**src/rtl/serial_xnor_correlator.sv**
```systemverilog
// -----------------------------------------------------------------------------
// serial_xnor_correlator
//
// Sliding-window bit correlator for sync-word detection. Serial bits are
// shifted into a WIDTH-bit window (window[0] is the newest bit). Each window
// bit is compared against a programmable pattern with XNOR. The number of
// agreeing bits is the score. A match is flagged when the score reaches the
// threshold. Results are registered one cycle after the accepted bit.
//
// Optional feature macro: MATCH_CNT_EN
//   defined   : match_count is a saturating count of cycles where
//               out_valid & match is seen.
//   undefined : the counter is not built and match_count is tied to 0.
//               The port list is the same in both builds.
//
// Parameters
//   WIDTH  window/pattern length in bits (>= 2)
//   CNT_W  width of match_count
//
// Ports
//   clk          rising-edge clock
//   rst_n        asynchronous active-low reset
//   in_valid     in_bit is valid this cycle
//   in_bit       serial data bit
//   clear        synchronous flush of window, fill, score and match_count
//   pattern      reference word, sampled on every scoring edge
//   threshold    minimum number of agreeing bits for a match
//   out_valid    one-cycle pulse per scored bit
//   score        number of window bits equal to pattern (holds between results)
//   match        score >= threshold, only high together with out_valid
//   match_count  saturating match counter (0 when MATCH_CNT_EN is undefined)
//
// Handshake: the input side has no back-pressure. A bit is accepted on every
// rising edge where in_valid=1 and clear=0. out_valid is a one-cycle pulse
// with no ready; the consumer must take score/match in that cycle.
// -----------------------------------------------------------------------------
module serial_xnor_correlator #(
  parameter int WIDTH = 8,
  parameter int CNT_W = 16
) (
  input  logic                       clk,
  input  logic                       rst_n,
  input  logic                       in_valid,
  input  logic                       in_bit,
  input  logic                       clear,
  input  logic [WIDTH-1:0]           pattern,
  input  logic [$clog2(WIDTH+1)-1:0] threshold,
  output logic                       out_valid,
  output logic [$clog2(WIDTH+1)-1:0] score,
  output logic                       match,
  output logic [CNT_W-1:0]           match_count
);

  localparam int TW = $clog2(WIDTH + 1);

  typedef enum logic [0:0] {
    FILL = 1'b0,
    RUN  = 1'b1
  } state_t;

  // The FSM state register is kept as a named signal so that checkers can
  // bind to serial_xnor_correlator.state_q.
  state_t           state_q;
  state_t           state_d;
  logic [TW-1:0]    fill_q;
  logic [TW-1:0]    fill_d;
  logic [WIDTH-1:0] window_q;
  logic [WIDTH-1:0] window_d;
  logic [WIDTH-1:0] window_next;
  logic [WIDTH-1:0] agree;
  logic [TW-1:0]    score_next;
  logic             match_next;
  logic             produce;

  // ---------------------------------------------------------------------------
  // Scoring datapath. The window after the shift is scored, so the result
  // always reflects the bit accepted on the same edge.
  // ---------------------------------------------------------------------------
  always_comb begin
    window_next = {window_q[WIDTH-2:0], in_bit};
    agree       = ~(window_next ^ pattern);
    score_next  = '0;
    for (int i = 0; i < WIDTH; i++) begin
      score_next = score_next + TW'(agree[i]);
    end
    match_next = (score_next >= threshold);
  end

  // ---------------------------------------------------------------------------
  // Next-state logic. clear takes priority over in_valid, so a bit that
  // arrives together with clear is dropped.
  // ---------------------------------------------------------------------------
  always_comb begin
    state_d  = state_q;
    fill_d   = fill_q;
    window_d = window_q;
    produce  = 1'b0;
    if (clear) begin
      state_d  = FILL;
      fill_d   = '0;
      window_d = '0;
    end else if (in_valid) begin
      window_d = window_next;
      case (state_q)
        FILL: begin
          // The bit that completes the window is scored immediately.
          if (fill_q == TW'(WIDTH - 1)) begin
            state_d = RUN;
            fill_d  = TW'(WIDTH);
            produce = 1'b1;
          end else begin
            fill_d = fill_q + TW'(1);
          end
        end
        RUN: begin
          produce = 1'b1;
        end
        default: begin
          state_d = FILL;
          fill_d  = '0;
        end
      endcase
    end
  end

  // ---------------------------------------------------------------------------
  // State and result registers
  // ---------------------------------------------------------------------------
  always_ff @(posedge clk or negedge rst_n) begin
    if (!rst_n) begin
      state_q   <= FILL;
      fill_q    <= '0;
      window_q  <= '0;
      out_valid <= 1'b0;
      match     <= 1'b0;
      score     <= '0;
    end else begin
      state_q   <= state_d;
      fill_q    <= fill_d;
      window_q  <= window_d;
      out_valid <= produce;
      match     <= produce & match_next;
      if (clear) begin
        score <= '0;
      end else if (produce) begin
        score <= score_next;
      end
    end
  end

`ifdef MATCH_CNT_EN
  // ---------------------------------------------------------------------------
  // Saturating match counter. It counts the registered match pulses, so it
  // trails the match output by one cycle. clear wins over a pending count.
  // ---------------------------------------------------------------------------
  logic [CNT_W-1:0] cnt_q;

  always_ff @(posedge clk or negedge rst_n) begin
    if (!rst_n) begin
      cnt_q <= '0;
    end else if (clear) begin
      cnt_q <= '0;
    end else if (out_valid && match && (cnt_q != {CNT_W{1'b1}})) begin
      cnt_q <= cnt_q + CNT_W'(1);
    end
  end

  assign match_count = cnt_q;
`else
  assign match_count = '0;
`endif

endmodule

```
**config.mk**
```make
export PLATFORM = sky130hd
export DESIGN_NAME = serial_xnor_correlator
export DESIGN_NICKNAME = d
export VERILOG_FILES = /design/src/rtl/serial_xnor_correlator.sv
export SDC_FILE = /design/constraint.sdc
export NUM_CORES = 1
export LEC_CHECK = 0
export ABC_CLOCK_PERIOD_IN_PS = 4800
export BUFFER_PORTS_ARGS = -buffer_cell sky130_fd_sc_hd__buf_2
export CAP_MARGIN = 0
export CELL_PAD_IN_SITES_DETAIL_PLACEMENT = 0
export CELL_PAD_IN_SITES_GLOBAL_PLACEMENT = 1
export CORE_ASPECT_RATIO = 1.25
export CORE_MARGIN = 5
export CORE_UTILIZATION = 25
export DETAILED_ROUTE_END_ITERATION = 12
export PLACE_DENSITY = 0.55
export SLEW_MARGIN = 20
export SYNTH_ARGS = -nofsm -noshare
export SYNTH_HDL_FRONTEND = slang
export SYNTH_SLANG_ARGS = --single-unit
```
**constraint.sdc**
```tcl
create_clock -name clk -period 4.8 [get_ports clk]
set_input_delay 0 -clock clk [delete_from_list [all_inputs] [get_ports clk]]
set_output_delay 0 -clock clk [all_outputs]
set_load 0.05 [all_outputs]
```
==> impl_metrics.yaml <==
outcome:
  status: "finished, final reports clean"
sta:
  hold_viol: 0
  rsz0062_at_grt: "false"
  hold_slack_ns: 0.0320
  fin_tns_setup_ns: 0
  period_needed_ns: 3.89
  drv_slew: 0
  fmax_mhz: 257
  clock_skew_ns: 0.00653
  fin_ws_ns: 0.911
  min_period_over_period_pct: 81.0
  finalSetupViolations: 0
clock_tree:
  cts_sinks: 18
  cts.clk_slew.worst_paths_ns: 0.07
  cts_resized: 0
  insertion_delay_ns: 0.25
  cts_root_buffer: "clkbuf_8"
  clock_path_buffers: 2
  cts_made_buffers: 3
  cts_max_level: 1
  tritoncts: "done"
worst_setup_path:
  path_max_fanout: 3
  r2r_end: "match"
  reg2reg_from: "window_q[0]"
  critical_path_required_ns: 4.93
  cp.arrival_ns: 4.02
  r2r_slack_ns: 0.91
  crit_path_frequent_cell: "fa_1"
  criticalPathCategory: "register to register"
  reg2reg_depth: 12
  worst_setup_path_end_kind: "register"
  slowest_delay_ns: 0.56
  cpMaxStageDelayCell: "fa_1"
  worstPathCellList: "xor2_1, fa_1, fa_1, inv_1, fa_1, ha_1, inv_1, fa_1, inv_1, ha_1, a2111oi_0, nor4_1"
  startpoint_type: "register"
logic_synthesis:
  synth_common_cells: "18 x dfrtp_1, 17 x buf_4, 15 x nor2_1"
  yosysMostFrequentCell: "dfrtp_1"
  synth.distinct_cells: 29
  synth_warnings: 0
  synth_edf_count: 0
  netlist_area_um2: 1250
  synth_top_area_cell: "dfrtp_1"
  synth_top_area_share_pct: 35.9
  yosys-top-cells-area: "dfrtp_1 36%, buf_4 10%, ha_1 8.0%"
  synth.ff_latch_count: 18
  synth_ff_type: "dfrtp_1"
  syn_inst: 129
  postSynthAreaPerCell_um2: 9.73
  seq_area_frac_synth_pct: 35.9
  async_flop_share_pct: 100
placement:
  placed_cell_area_um2: 1360
  place_congestion: 0.762
  hpwlAfterDp_um: 2040
  port_buffers: 22
  post-place-ws_ns: 0.883
floorplan:
  die_w_um: 73.4
  num_rows: 28
  ios: 39
  die_h_um: 89.2
  die_area_um2: 6550
  core_um2: 4800
  start_util_pct: 26.1
power:
  vdd_ir_drop_max_mv: 0.0883
  power_density_nw_per_um2: 304
  power_leakage_uw: 0.000769
  power.total_uw: 433
layout:
  fillers: 498
  area.sequential_um2: 450
  antennaDiodeCount: 0
  synthToLayoutAreaGrowth_pct: 13.3
  multi_input_area_um2: 668
  final_nets: 181
  drive_gt1_share_pct: 17.9
  fin_area_um2: 1420
global_routing:
  first_global_vias: 872
  grt_pass1_wl_um: 4090
  antenna_found_initial: 0
  globalRouteTotalUtil_pct: 8.35
  grt_overflow: 0
  grt_max_degree: 19
min_path:
  holdPathEnd: "window_q[0]"
  min_from: "in_bit"
  hold_path_class: "input port to register"
  hold_depth: 3
drt:
  drtIter0Drc: 46
  ant_nets: 0
  routed-via-count: 889
  drt-total-wl_um: 2620
  vias_per_cell: 4.21
  drt-wirelength-per-cell_um: 12.4
  dr.pass1.iters: 4
  drcViolationCount: 0
run:
  drv_cap: 0
how the worst max path moves through the flow:
stage	depth (start not counted)	to	startpoint
3_3_place_gp	12	match	window_q[0]
6_report	12	match	window_q[0]
2_1_floorplan	12	match	window_q[0]
4_1_cts	12	match	window_q[0]
3_5_place_dp	12	match	window_q[0]
5_1_grt	12	match	window_q[0]
area by class of cell:
cell class	count	share of cell area [%]
clock buffers	4	3.87
inverters	14	3.70
multi-input cells	92	47.0
flip-flops and latches	18	31.7
well taps	60	5.28
repair buffers	23	8.45
flip-flops by register name (all words and copies together), names as in the netlist:
name / flops
fill_q: 4
window_q: 7
out_valid: 1
match: 1
score: 4
state_q: 1
repair_timing:
action	in CTS	in global routing
buffers inserted	0	0
hold endpoints to repair	18	0
hold buffers	1	0
placed cells by master, fill, tap and decap left out, types with 3 or more instances in the layout:
master	count
xnor2_1	4
nand3_1	4
buf_2	22
conb_1	16
nand2_1	3
mux2i_1	8
ha_1	8
clkbuf_8	4
inv_1	14
a21oi_1	7
nor2_1	15
dfrtp_1	18
fa_1	4
xor2_1	6
critical path: cells and delay by family, from the launching register on:
kind	cells	cell delay, ns
flops	1	0.41
compound gates	1	0.36
xor+xnor	1	0.21
fa+ha+maj	6	2.54
simple gates	1	0.09
buf+inv	3	0.17
stage by stage:
step	utilization (%)	std cells
floorplan	-	144
global placement	28.3	206
detailed placement	28.3	206
CTS	29.6	211
global route	29.6	211
finish	29.6	211
layer usage:
| metal | GRT usage [%] | up-vias | share of wire (%) |
|---|---|---|---|
| li1 | - | 432 | - |
| met1 | 8.98 | 424 | 40 |
| met2 | 15.5 | 31 | 51 |
| met3 | 1.35 | 2 | 7.6 |
| met4 | 4.45 | 0 | 1.0 |
| met5 | 0 | - | 0 |
logic make-up after synthesis:
logic type	share of synthesized area [%]
DFF	35.9
buffers and inverters	15.4
xor gates and xnor gates	6.98
muxes	7.28
and+or+nand+nor	12.6
AOI/OAI and AO/OA	7.28
other	0.299
adders and majority gates	14.4
where the power goes:
part | switching (µW) | internal [µW] | total, µW
logic | 96.8 | 55.0 | 152
registers | 2.48 | 154 | 156
clock network | 51.5 | 72.8 | 124
total | 151 | 282 | 433
(Power assumes the default switching activity.)
